<file path="src/rtl/wavegen_pkg.sv">
// Shared definitions for the wavegen driver and the generator top's waveform decode:
// waveform select codes, driver FSM encoding and a counter-width helper.
package wavegen_pkg;

    typedef enum logic [1:0] {
        SINUS        = 2'd0,
        SQUARE_PULSE = 2'd1,
        SAWTOOTH     = 2'd2,
        TRIANGLE     = 2'd3
    } waveform_e;

    typedef enum logic [1:0] {
        ST_IDLE     = 2'd0,
        ST_LOAD_PH  = 2'd1,
        ST_LOAD_AMP = 2'd2,
        ST_SETTLE   = 2'd3
    } state_e;

    function automatic int unsigned cnt_width(input int unsigned n);
        return (n > 1) ? $clog2(n) : 1;
    endfunction

endpackage

</file>
<file path="src/rtl/wavegen_driver_sample_fifo.sv">
// First-word fall-through sample FIFO with sticky overflow; reads from an empty FIFO
// keep presenting the last popped word.
module sample_fifo
    import wavegen_pkg::*;
#(
    parameter int DATA_WIDTH = 8,
    parameter int FIFO_DEPTH = 8
) (
    input  logic                  clk_i,
    input  logic                  rst_i,
    input  logic                  push_i,
    input  logic [DATA_WIDTH-1:0] data_i,
    input  logic                  pop_i,
    input  logic                  clear_overflow_i,
    output logic [DATA_WIDTH-1:0] data_o,
    output logic                  empty_o,
    output logic                  full_o,
    output logic                  overflow_o
);

    localparam int AW = $clog2(FIFO_DEPTH);

    logic [AW:0]           wr_ptr_q, wr_ptr_d;
    logic [AW:0]           rd_ptr_q, rd_ptr_d;
    logic [DATA_WIDTH-1:0] mem_q [FIFO_DEPTH];
    logic [DATA_WIDTH-1:0] last_q, last_d;
    logic [DATA_WIDTH-1:0] head;
    logic                  overflow_q, overflow_d;
    logic                  do_push, do_pop, drop;

    assign empty_o = (wr_ptr_q == rd_ptr_q);
    assign full_o  = (wr_ptr_q[AW] != rd_ptr_q[AW]) &&
                     (wr_ptr_q[AW-1:0] == rd_ptr_q[AW-1:0]);

    // A push into a full FIFO still lands when the head leaves in the same cycle.
    assign do_pop  = pop_i & ~empty_o;
    assign do_push = push_i & (~full_o | pop_i);
    assign drop    = push_i & full_o & ~pop_i;

    assign head       = mem_q[rd_ptr_q[AW-1:0]];
    assign data_o     = empty_o ? last_q : head;
    assign overflow_o = overflow_q;

    // NOTE: every signal assigned in always_comb gets a default first, so no latch is inferred.
    always_comb begin
        wr_ptr_d   = do_push ? wr_ptr_q + 1'b1 : wr_ptr_q;
        rd_ptr_d   = do_pop  ? rd_ptr_q + 1'b1 : rd_ptr_q;
        last_d     = do_pop  ? head : last_q;
        overflow_d = overflow_q;
        if (drop) begin
            overflow_d = 1'b1;
        end else if (clear_overflow_i) begin
            overflow_d = 1'b0;
        end
    end

    // NOTE: flops use non-blocking assignments only; blocking ones would race between processes.
    always_ff @(posedge clk_i or negedge rst_i) begin
        if (!rst_i) begin
            wr_ptr_q   <= '0;
            rd_ptr_q   <= '0;
            last_q     <= '0;
            overflow_q <= 1'b0;
        end else begin
            wr_ptr_q   <= wr_ptr_d;
            rd_ptr_q   <= rd_ptr_d;
            last_q     <= last_d;
            overflow_q <= overflow_d;
        end
    end

    // NOTE: storage is deliberately not reset; the pointers alone define what is valid.
    always_ff @(posedge clk_i) begin
        if (do_push) begin
            mem_q[wr_ptr_q[AW-1:0]] <= data_i;
        end
    end

endmodule

</file>
<file path="src/rtl/wavegen_driver.sv">
// Host-side driver for the CORDIC waveform generator: turns one config command into the
// phase/amplitude load sequence and captures generator samples into a FIFO.
module wavegen_driver
    import wavegen_pkg::*;
#(
    parameter int DATA_WIDTH    = 8,
    parameter int FIFO_DEPTH    = 8,
    parameter int SETTLE_CYCLES = 4
) (
    input  logic                  clk_i,
    input  logic                  rst_i,
    input  logic                  cmd_valid_i,
    output logic                  cmd_ready_o,
    input  logic [DATA_WIDTH-1:0] cmd_phase_i,
    input  logic [DATA_WIDTH-1:0] cmd_amplitude_i,
    input  logic [1:0]            cmd_waveform_i,
    input  logic                  run_i,
    output logic [DATA_WIDTH-1:0] value_o,
    output logic                  set_phase_o,
    output logic                  set_amplitude_o,
    output logic [1:0]            waveform_o,
    output logic                  enable_o,
    input  logic [DATA_WIDTH-1:0] sample_i,
    input  logic                  sample_valid_strobe_i,
    input  logic                  rd_en_i,
    output logic [DATA_WIDTH-1:0] rd_data_o,
    output logic                  fifo_empty_o,
    output logic                  fifo_full_o,
    output logic                  overflow_o,
    input  logic                  clear_overflow_i,
    output logic                  busy_o
);

    localparam int            CW          = cnt_width(SETTLE_CYCLES);
    localparam logic [CW-1:0] SETTLE_LOAD = CW'(SETTLE_CYCLES - 1);

    state_e                state_q, state_d;
    logic [CW-1:0]         settle_cnt_q, settle_cnt_d;
    logic [DATA_WIDTH-1:0] amp_q, amp_d;
    logic [DATA_WIDTH-1:0] value_q, value_d;
    waveform_e             waveform_q, waveform_d;
    logic                  set_phase_q, set_phase_d;
    logic                  set_amp_q, set_amp_d;
    logic                  enable_q, enable_d;
    logic                  ready_q, ready_d;
    logic                  accept, push;

    assign accept = cmd_valid_i & ready_q;
    assign push   = sample_valid_strobe_i & enable_q & (state_q == ST_IDLE);

    always_ff @(posedge clk_i or negedge rst_i) begin
        if (!rst_i) begin
            state_q      <= ST_IDLE;
            settle_cnt_q <= '0;
        end else begin
            state_q      <= state_d;
            settle_cnt_q <= settle_cnt_d;
        end
    end

    // The settle count spans the amplitude-load cycle too, so the next accept lands
    // exactly SETTLE_CYCLES+2 cycles after the previous one.
    always_comb begin
        state_d      = state_q;
        settle_cnt_d = settle_cnt_q;
        case (state_q)
            ST_IDLE: begin
                if (accept) state_d = ST_LOAD_PH;
            end
            ST_LOAD_PH: begin
                state_d      = ST_LOAD_AMP;
                settle_cnt_d = SETTLE_LOAD;
            end
            ST_LOAD_AMP, ST_SETTLE: begin
                if (settle_cnt_q == '0) begin
                    state_d = ST_IDLE;
                end else begin
                    state_d      = ST_SETTLE;
                    settle_cnt_d = settle_cnt_q - 1'b1;
                end
            end
            default: state_d = ST_IDLE;
        endcase
    end

    // Outputs are decoded from the next state and registered, so the generator never
    // sees a combinational path from the command inputs.
    always_comb begin
        value_d     = value_q;
        amp_d       = amp_q;
        waveform_d  = waveform_q;
        set_phase_d = 1'b0;
        set_amp_d   = 1'b0;
        enable_d    = 1'b0;
        ready_d     = (state_d == ST_IDLE);
        if (state_q == ST_IDLE) begin
            if (accept) begin
                amp_d      = cmd_amplitude_i;
                waveform_d = waveform_e'(cmd_waveform_i);
            end else begin
                enable_d = run_i;
            end
        end
        if (state_d == ST_LOAD_PH) begin
            value_d     = cmd_phase_i;
            set_phase_d = 1'b1;
        end else if (state_d == ST_LOAD_AMP) begin
            value_d   = amp_q;
            set_amp_d = 1'b1;
        end
    end

    always_ff @(posedge clk_i or negedge rst_i) begin
        if (!rst_i) begin
            amp_q       <= '0;
            value_q     <= '0;
            waveform_q  <= SINUS;
            set_phase_q <= 1'b0;
            set_amp_q   <= 1'b0;
            enable_q    <= 1'b0;
            ready_q     <= 1'b0;
        end else begin
            amp_q       <= amp_d;
            value_q     <= value_d;
            waveform_q  <= waveform_d;
            set_phase_q <= set_phase_d;
            set_amp_q   <= set_amp_d;
            enable_q    <= enable_d;
            ready_q     <= ready_d;
        end
    end

    assign cmd_ready_o     = ready_q;
    assign value_o         = value_q;
    assign set_phase_o     = set_phase_q;
    assign set_amplitude_o = set_amp_q;
    assign waveform_o      = waveform_q;
    assign enable_o        = enable_q;
    assign busy_o          = (state_q != ST_IDLE);

    sample_fifo #(
        .DATA_WIDTH (DATA_WIDTH),
        .FIFO_DEPTH (FIFO_DEPTH)
    ) u_sample_fifo (
        .clk_i            (clk_i),
        .rst_i            (rst_i),
        .push_i           (push),
        .data_i           (sample_i),
        .pop_i            (rd_en_i),
        .clear_overflow_i (clear_overflow_i),
        .data_o           (rd_data_o),
        .empty_o          (fifo_empty_o),
        .full_o           (fifo_full_o),
        .overflow_o       (overflow_o)
    );

endmodule

</file>
<file path="config.mk">
export PLATFORM = sky130hd
export DESIGN_NAME = wavegen_driver
export DESIGN_NICKNAME = d
export VERILOG_FILES = /design/src/rtl/wavegen_pkg.sv /design/src/rtl/wavegen_driver_sample_fifo.sv /design/src/rtl/wavegen_driver.sv
export SDC_FILE = /design/constraint.sdc
export NUM_CORES = 1
export LEC_CHECK = 0
export ABC_CLOCK_PERIOD_IN_PS = 2300
export CAP_MARGIN = 10
export CORE_UTILIZATION = 51
export CTS_BUF_LIST = sky130_fd_sc_hd__clkbuf_8
export DETAILED_ROUTE_END_ITERATION = 10
export GPL_TIMING_DRIVEN = 0
export PLACE_DENSITY = 0.75
export REMOVE_ABC_BUFFERS = 1
export SLEW_MARGIN = 15
export SYNTH_ARGS = -nofsm -noshare
export SYNTH_HDL_FRONTEND = slang
export SYNTH_SLANG_ARGS = --single-unit
</file>
<file path="constraint.sdc">
create_clock -name clk_i -period 2.3 [get_ports clk_i]
set_clock_uncertainty 0.15 [all_clocks]
set_input_delay 0.46 -clock clk_i [delete_from_list [all_inputs] [get_ports clk_i]]
set_output_delay 0.46 -clock clk_i [all_outputs]
set_load 0.005 [all_outputs]
</file>
After elaboration in Yosys (flattened, before gate mapping). Memory sizes are Yosys's and may differ from the RTL's. Cells that the tools add are included.

Input port bits: 33. Bits in registers: 43. Memories kept: 1. Output and inout bits: 26. RAM bits: 64.

Reductions and logical operators: 11. Add/sub/neg operators: 3. Bitwise gates (word level): 11. Equal/unequal tests: 9. Mux-type cells: 17.

Memories: u_sample_fifo.mem_q (words 8, bits a word 8, rd ports 1, clocked after memory_dff 0, write ports 1, line wavegen_driver_sample_fifo.sv:25) `logic [DATA_WIDTH-1:0] mem_q [FIFO_DEPTH];`.

Operator list (number): 8-bit 2-to-1 mux (3); 1-bit 2-to-1 mux (9); 4-bit by 1-bit adder with 4-bit output, second input constant (2); 2-bit nonzero test (4); 1-bit bitwise AND (7); 2-bit equality test, second input constant (3); 2-bit logical NOT (3); 2-bit 2-to-1 mux (3); 2-bit case mux with 3 select lines (1); 2-bit by 1-bit equality test with 1-bit output, second input constant (2); 4-bit equality test (1); 2-bit case mux with 2 select lines (1); 2-bit AND reduction (2); 3-bit equality test (1); 1-bit inverter (3); 2-bit != test, second input constant (1); 2-bit OR reduction (1); 2-bit by 1-bit subtractor with 2-bit output, second input constant (1); 1-bit logical AND (1); 1-bit != test (1); 1-bit bitwise OR (1).

Depth between registers and ports, before layout.
Word-level depth: 7. Mapped depth: 10.

Cells and area by module. A second synthesis with hierarchy kept.

Cell total of the unflattened synthesis: 277. Area, all modules: 4513.1 um^2.

Modules (own cells, without submodules): sample_fifo (area each 3379.5 um^2, cells an instance 190, times used 1); wavegen_driver (area each 1133.6 um^2, cells an instance 87, times used 1).

Least setup slack after synthesis. Ideal clock, no wire load.

Kind: register to register. From: register state_q[1]. To: register value_q[5] (netlist: value_o[5]). Setup slack: 59 ps. Clock period less this slack: 2241 ps. Library setup time: 77 ps. Arrival: 2013 ps. Buffers on the path: 3. Stages on the path, launching flop included: 11. Cells stage by stage: dfrtp_1 > nor2_2 > inv_1 > nor2_1 > buf_4 > a21oi_1 > ha_1 > clkbuf_1 > clkbuf_1 > nor2_1 > a21oi_1.

Word-level cells in the longest chain between the ends: 5.

RTL lines: start, declared (line wavegen_driver.sv:37) `state_e state_q, state_d;`; start signal, assigned (line wavegen_driver.sv:56) `state_q <= state_d;`; 2-bit equality test (line wavegen_driver.sv:66) `case (state_q)`; 2-bit OR reduction (line wavegen_driver.sv:66); 2-bit case mux with 3 select lines (*) (line wavegen_driver.sv:66); 2-bit by 1-bit equality test with 1-bit output or 2-bit equality test (tied branches) (line wavegen_driver.sv:104, wavegen_driver.sv:107); 8-bit 2-to-1 mux or 2-bit nonzero test (tied branches); end signal, assigned (line wavegen_driver.sv:124) `value_q <= value_d;`; end, declared (line wavegen_driver.sv:40) `logic [DATA_WIDTH-1:0] value_q, value_d;`.

Mark *: on every way between the ends. The rest lies on a longest branch, timed or not. A chain may end at the register's enable or synchronous reset.

Final worst setup path.
From: register u_sample_fifo.rd_ptr_q[0]. To: output port rd_data_o[1].

Word-level cells in the longest chain between the ends: 2.

RTL lines: start, declared (line wavegen_driver_sample_fifo.sv:24) `logic [AW:0] rd_ptr_q, rd_ptr_d;`; start signal, assigned (line wavegen_driver_sample_fifo.sv:66) `rd_ptr_q <= rd_ptr_d;`; memory 8 x 8 bit or 4-bit equality test (tied branches); 8-bit 2-to-1 mux (*) (line wavegen_driver_sample_fifo.sv:41) `assign data_o = empty_o ? last_q : head;`; end, declared (line wavegen_driver.sv:26) `output logic [DATA_WIDTH-1:0] rd_data_o,`.

Marked as above.

==> impl_results.md <==
- Status: finished with violations
- Failing checks: setup timing
- Die Span Y: 95.5 µm
- Layout cells sized above 1: 34.1%
- Leakage: 2.25 nW
- Endpoint class of the critical path: output port
- Seq cells post-synth: 107
- Avg Inst Size Synth: 16.1 µm²
- Endpoints failing setup: 75
- DP Worst Slack: -1.01 ns
- P&R area growth vs syn: 34.0%
- Total track usage: 23.2%
- Worst R2R Path Depth: 11
- ANT nets after route: 0
- Clk buf depth: 2
- Number of synthesized flops with an enable pin: 64
- Fin. max-slew vios: 0
- Drt pass-1 iters: 4
- Antenna violations before repair: 0
- DRC: 0
- Die area: 0.00911 mm²
- Core area: 0.00834 mm²
- HPWL Detailed: 5.26 mm
- Final GP Congestion: 0.707
- Sequential area share after synthesis: 67.3%
- Detailed-route via count: 2681
- DR iter-0 viols: 166
- Max stage delay on crit path: 0.55 ns
- Final Hold Fails: 0
- H-tree Lvls: 3
- Largest family of logic cells by synthesized area: multiplexers
- Final design utilization: 71.6%
- Vias in the first global route: 2780
- Die Width: 95.5 µm
- Port Buffers: 58
- Delay-heaviest family, CP: buffers and inverters
- Worst R2R Start: u_sample_fifo.rd_ptr_q[0]
- Pwr Density: 1190 mW/mm²
- Placed Cells: 427
- Top Ports: 59
- R2r setup slk: -0.19 ns
- FMAX: 378 MHz
- Post-synth ARST share: 40.2%
- CTS tree: built
- First-pass GRT wire length: 14.9 mm
- Multiplexer area fraction after synthesis: 15.7%
- Worst slew pin tran: 0.582 ns
- Peak VDD IR: 0.000546 V
- Routed len/inst: 19.6 µm
- Largest net degree at the start of global routing: 23
- CP Buf/Inv Count: 4
- Total grt overflow: 0
- Post-Route WL: 9.58 mm
- Worst-path clk slew: 0.10 ns
- Total clock sinks: 107
- Compound-cell area share of the yosys netlist: 4.63%
- Clock latency on the worst-skew pair: 0.36 ns
- Hold_sp: u_sample_fifo.last_q[6]
- Synth Cell Area: 0.00445 mm²
- R2r endpoint: u_sample_fifo.mem_q[6][2]
- Crit-path max FO: 17
- Post-Syn Instances: 277
- Type of the most critical hold path: reg -> reg
- Final nets: 417
- # diodes: 0
- Placed cell areas: 0.00509 mm²
- Worst Path Required: 1.69 ns
- Initial Util: 53.4%
- CP max-delay cell: dfrtp_4
- Hold EP: u_sample_fifo.last_q[6]
- Num CTS Buffers: 9
- Max_slew headroom: 61.2%
- CP Launch Type: register
- RSZ-0062 raised after global routing: yes
- # Max-Cap Violations: 0
- Post-synthesis xor/xnor area fraction: 2.70%
- Hold Path Depth: 2
- Clock root buffer: clkbuf_8
- Final WS setup: -0.347 ns
- Rows: 33
- Vias/cell: 5.48
- Area share of fa/ha/maj cells after synthesis: 1.40%
- Post-Synth Simple-Gate Area: 4.97%
- CP dominant cell by count: buf_12
- Distinct cells, synth: 35
- Top FF cell, synth: edfxtp_1
- Synth warnings: 0
- Minimum clock period: 2.65 ns
- CP Cell Sequence: buf_4 -> buf_12 -> xnor2_4 -> nand4_4 -> buf_12 -> a21oi_1 -> buf_2
- Fin cells: 489
- Final Cell Area: 0.00597 mm²
- Crit path DAT: 2.04 ns
- Tcrit/Tclk final: 115%
- CP Class: reg -> out
## power by group
group | internal, mW | leakage [nW] | switching (mW)
combinational | 1.88 | 1.05 | 1.31
clock | 0.611 | 0.103 | 0.635
sequential | 2.39 | 1.10 | 0.263
total | 4.88 | 2.25 | 2.21
## sequential cells by signal (all words and copies together), names as in the netlist
register,count
u_sample_fifo.mem_q,64
amp_q,8
set_phase_o,1
waveform_o,2
enable_o,1
value_o,8
u_sample_fifo.wr_ptr_q,4
u_sample_fifo.overflow_o,1
set_amplitude_o,1
cmd_ready_o,1
u_sample_fifo.rd_ptr_q,4
settle_cnt_q,2
state_q,2
u_sample_fifo.last_q,8
## final cells by class
type                            instances  area (µm²)
Sequential cell                       107        3010
Fill cell                             511        2370
Multi-Input combinational cell        146        1480
Timing Repair Buffer                  105        1090
Tap cell                              105         131
Clock buffer                            9         124
Clock inverter                          7        92.6
Inverter                               10        37.5
## layout by cell type, fill, tap and decap left out, types with 3 or more instances in the layout
cell / n
mux4_2: 14
xor2_1: 3
nor2_1: 17
buf_6: 20
buf_4: 16
xnor2_4: 3
ha_1: 3
mux2i_1: 13
o21ai_1: 6
o211ai_1: 4
nand2_1: 12
xnor2_1: 6
dfrtp_1: 38
dfrtp_4: 3
buf_12: 8
clkdlybuf4s50_1: 47
a21oi_1: 16
edfxtp_1: 64
clkbuf_8: 9
nor2_4: 9
mux2_2: 11
inv_1: 9
buf_2: 10
## routing by layer
metal | GRT usage, % | share of wire [%] | up-vias
li1 | - | - | 1239
met3 | 3.75 | 5.0 | 17
met1 | 30.2 | 40 | 1339
met4 | 8.71 | 1.8 | 0
met2 | 39.4 | 53 | 86
met5 | 0 | 0 | -
## how the worst max path moves through the flow
stage,end,cells after the start,from,slack (ns)
after floorplan,u_sample_fifo.mem_q[1][0],4,u_sample_fifo.rd_ptr_q[0],-0.25
after global placement,u_sample_fifo.mem_q[1][3],4,u_sample_fifo.rd_ptr_q[0],-1.14
after detailed placement,rd_data_o[2],4,u_sample_fifo.rd_ptr_q[0],-1.01
after CTS,rd_data_o[3],6,u_sample_fifo.rd_ptr_q[0],-0.37
after global routing,rd_data_o[2],6,u_sample_fifo.rd_ptr_q[0],-0.43
final,rd_data_o[1],7,u_sample_fifo.rd_ptr_q[0],-0.35
## synth_stat cells (all sizes together), types with 5 or more instances
cell type	instances	area (µm²)
ha	5	62.6
mux4	16	390
nand2	12	45.0
inv	10	37.5
mux2	13	150
o21ai	9	48.8
xnor2	9	93.8
mux2i	16	160
buf	11	96.3
nor2	26	100
dfrtp	43	1080
a21oi	17	85.1
edfxtp	64	1920
## tightest hold or removal path: cells and delay by family, from the launching register on
family	cells	cell delay (ns)
AOI/OAI and AO/OA	1	0.06
DFF	1	0.36
and+or+nand+nor	1	0.05
## logic make-up (layout without fill, tap and decap cells)
kind of cell / count (synthesis) / in the layout
flops: 107 / 107
simple gates: 49 / 49
mux: 45 / 45
compound gates: 35 / 35
buf+inv: 24 / 131
xor+xnor: 12 / 12
fa+ha+maj: 5 / 5
## per-stage QoR
stage | total power [mW] | TNS, ns | hold slack [ns]
2_1_floorplan | 3.96 | -5.72 | 0.0144
3_3_place_gp | 4.80 | -97.09 | 0.319
3_5_place_dp | 4.89 | -66.01 | 0.326
4_1_cts | 7.09 | -2.90 | 0.342
5_1_grt | 7.45 | -13.01 | 0.363
6_report | 7.09 | -8.07 | 0.344
## what timing repair did
item	in CTS	in global routing
resized for setup	111	7
endpoints found under the hold margin	21	0
endpoints found under the setup margin	99	55
pin swaps	19	12
hold buffers	1	0
cloned	0	0
setup buffers	47	8
(Power assumes the default switching activity.)
==> RTL edit (same flow settings) <==
Encoding of `state_e`: now one-hot (4 bits for 4 states).
--- a/src/rtl/wavegen_pkg.sv
+++ b/src/rtl/wavegen_pkg.sv
@@ -11,7 +11,7 @@
 
-    typedef enum logic [1:0] {
-        ST_IDLE     = 2'd0,
-        ST_LOAD_PH  = 2'd1,
-        ST_LOAD_AMP = 2'd2,
-        ST_SETTLE   = 2'd3
+    typedef enum logic [3:0] {
+        ST_IDLE     = 4'b0001,
+        ST_LOAD_PH  = 4'b0010,
+        ST_LOAD_AMP = 4'b0100,
+        ST_SETTLE   = 4'b1000
     } state_e;
Function: same outputs for any inputs over 10 cycles, from zero or initial values and one cycle with rst_i low; not proved beyond that.
==> RTL edit against the unedited design <==
- the run still ends with negative setup slack left
- critical endpoint is now rd_data_o[0]
- area after synthesis about the same
- final area down 0.73%
- hold slack worse by 0.011 ns
- critical path type unchanged
- register-to-register slack better by 0.22 ns
- largest power group unchanged
- sequential cell count up 2
- power up 1.4%
- setup slack worse by 0.059 ns
- routed wire length down 6.4%
- combinational power down 3%
==> RTL edit: results (changes against the unedited design) <==
| Metric | Value |
|---|---|
| Commonest cells in the netlist | edfxtp_1, dfrtp_1, mux4_2 (was edfxtp_1, dfrtp_1, nor2_1) |
| GR peak layer | met2 (unchanged) |
| Switch share | 31.4% (was 31.2%) |
| Root buffer cell | clkbuf_8 (unchanged) |
| Initial DRC count | 83 (was 166) |
| Vias in the first global route | 2565 (was 2780) |
| Final setup margin | -0.406 ns (was -0.347 ns) |
| Layout Nets | 401 (was 417) |
| Largest register FFs | 64 (unchanged) |
| GRT Overall Usage | 21.6% (was 23.2%) |
| Failing checks | negative setup slack (unchanged) |
| Max Fanout on Critical Path | 6 (was 17) |
| Async set-reset flop share out of synthesis | 41.3% (was 40.2%) |
| Worst vdd ir | 0.000622 V (was 0.000546 V) |
| Slew @ Worst Pin | 0.740 ns (was 0.582 ns) |
| Status | finished with violations (unchanged) |
| Top cells by area, synth | edfxtp_1, dfrtp_1, mux4_2, mux2_2, mux2i_1 (was edfxtp_1, dfrtp_1, mux4_1, mux4_2, mux2i_1) |
| First-pass GRT wire length | 13800 um (was 14900 um) |
| Layout fillers | 534 (was 511) |
| Seq/Total Area, Yosys | 68.5% (was 67.3%) |
| Post-DR wirelength/cell | 18.9 um (was 19.6 um) |
| CP Data Arrival Time | 2.10 ns (was 2.04 ns) |
| Met2 Usage GRT | 33.9% (was 39.4%) |
| Reg-to-reg startpoint | state_q[0]$_DFF_PN1_ (was u_sample_fifo.rd_ptr_q[0]$_DFFE_PN0P_) |
| Final setup fails | 8 (was 75) |
| Clk Latency, worst-skew pair | between 0.3 and 0.4 ns |
| GPL Wtd Cong | 0.721 (was 0.707) |
| Cell variety after synth | 38 (was 35) |
| Final HPWL DP | 5280 um (was 5260 um) |
| Max Slew Vio Count | 0 (unchanged) |
| Mean number of vias per cell | 5.55 (was 5.48) |
| # port buffers | 58 (unchanged) |
| GR Util met1 | 30.5% (was 30.2%) |
| Hold_sp | value_o[5]$_DFFE_PN0P_ (was u_sample_fifo.last_q[6]$_DFFE_PN0P_) |
| Share of cells above drive strength 1 | 35.1% (was 34.1%) |
| Largest net degree at the start of global routing | 28 (was 23) |
| Final TNS setup | -3.07 ns (was -8.07 ns) |
| Leakage | 0.00229 uW (was 0.00225 uW) |
| Met3 usage | 3.91% (was 3.75%) |
[RTL edit: cell count changes in the layout (fill, tap and decap cells not counted), moves of 8 or more]
cell / delta
a21oi_1: -8
a22o_1: +8
buf_6: -11
mux2i_1: -10
o21ai_0: +8
[RTL edit: kinds of logic after synthesis]
| group | share of synthesized area (%) |
|---|---|
| multiplexers | 12.9 |
| adder cells (fa/ha/maj) | 0.843 |
| AO/OA/AOI/OAI | 6.27 |
| flip-flops | 68.5 |
| AND/OR/NAND/NOR | 6.13 |
| buffers and inverters | 2.64 |
| XOR/XNOR | 2.70 |
[RTL edit: area by class of cell]
cell class,count,area share [%]
repair buffers,100,17.1
inverters,8,0.507
clock inverters,7,1.50
well taps,105,2.22
multi-input cells,137,24.9
flip-flops and latches,109,51.8
clock buffers,9,2.09
[RTL edit: routing by layer]
layer	part of all wire, %	vias to the layer above
li1	-	1214
met1	43	1360
met2	51	51
met3	3.7	12
met4	1.7	0
met5	0	-
[RTL edit: power by group through the flow]
stage	combinational [uW]	clock, uW	sequential [uW]
after floorplan	1250	0	2860
after global placement	2070	0	2950
after detailed placement	2140	0	3000
after CTS	2980	1260	2850
after global routing	3350	1330	2910
final	3090	1230	2860
[RTL edit: timing repair]
| item | in CTS | in global routing |
|---|---|---|
| endpoints found under the hold margin | 18 | 0 |
| gates resized for setup | 83 | 12 |
| pin swaps | 17 | 4 |
| cloned | 1 | 0 |
| buffers inserted | 29 | 7 |
| hold buffers | 1 | 0 |
| setup endpoints to repair | 106 | 72 |
[RTL edit: final timing paths]
| path | endpoint | slack (ns) | cells after the start |
|---|---|---|---|
| setup / recovery | rd_data_o[0] | -0.41 | 6 |
| hold / removal | value_o[5]$_DFFE_PN0P_ | 0.33 | 1 |
| setup reg to reg | u_sample_fifo.mem_q[5][5]$_DFFE_PP_ | 0.03 | 7 |
| hold reg to reg | value_o[5]$_DFFE_PN0P_ | 0.33 | 1 |
| max in group asynchronous | state_q[0]$_DFF_PN1_ | 1.02 | 3 |
| min in group asynchronous | set_amplitude_o$_DFF_PN0_ | 0.41 | 2 |
[RTL edit: critical path, stage by stage (launching register included)]
cell and delay (ns):
dfrtp_4 0.56, buf_12 0.16, buf_6 0.09, mux4_2 0.50, mux2i_2 0.19, a21oi_1 0.09, buf_2 0.13
[RTL edit: stage by stage]
step / util (%) / hold slack, ns / cells / cell area (sq um) / worst slack [ns]
after global placement: 60.9 / 0.310 / 417 / 5080 / -1.68
after CTS: 70.0 / 0.335 / 468 / 5840 / -0.416
after floorplan: - / 0.0144 / 254 / 4360 / -0.509
after global routing: 71.0 / 0.363 / 475 / 5930 / -0.488
final: 71.0 / 0.334 / 475 / 5930 / -0.406
after detailed placement: 61.7 / 0.282 / 421 / 5150 / -0.855
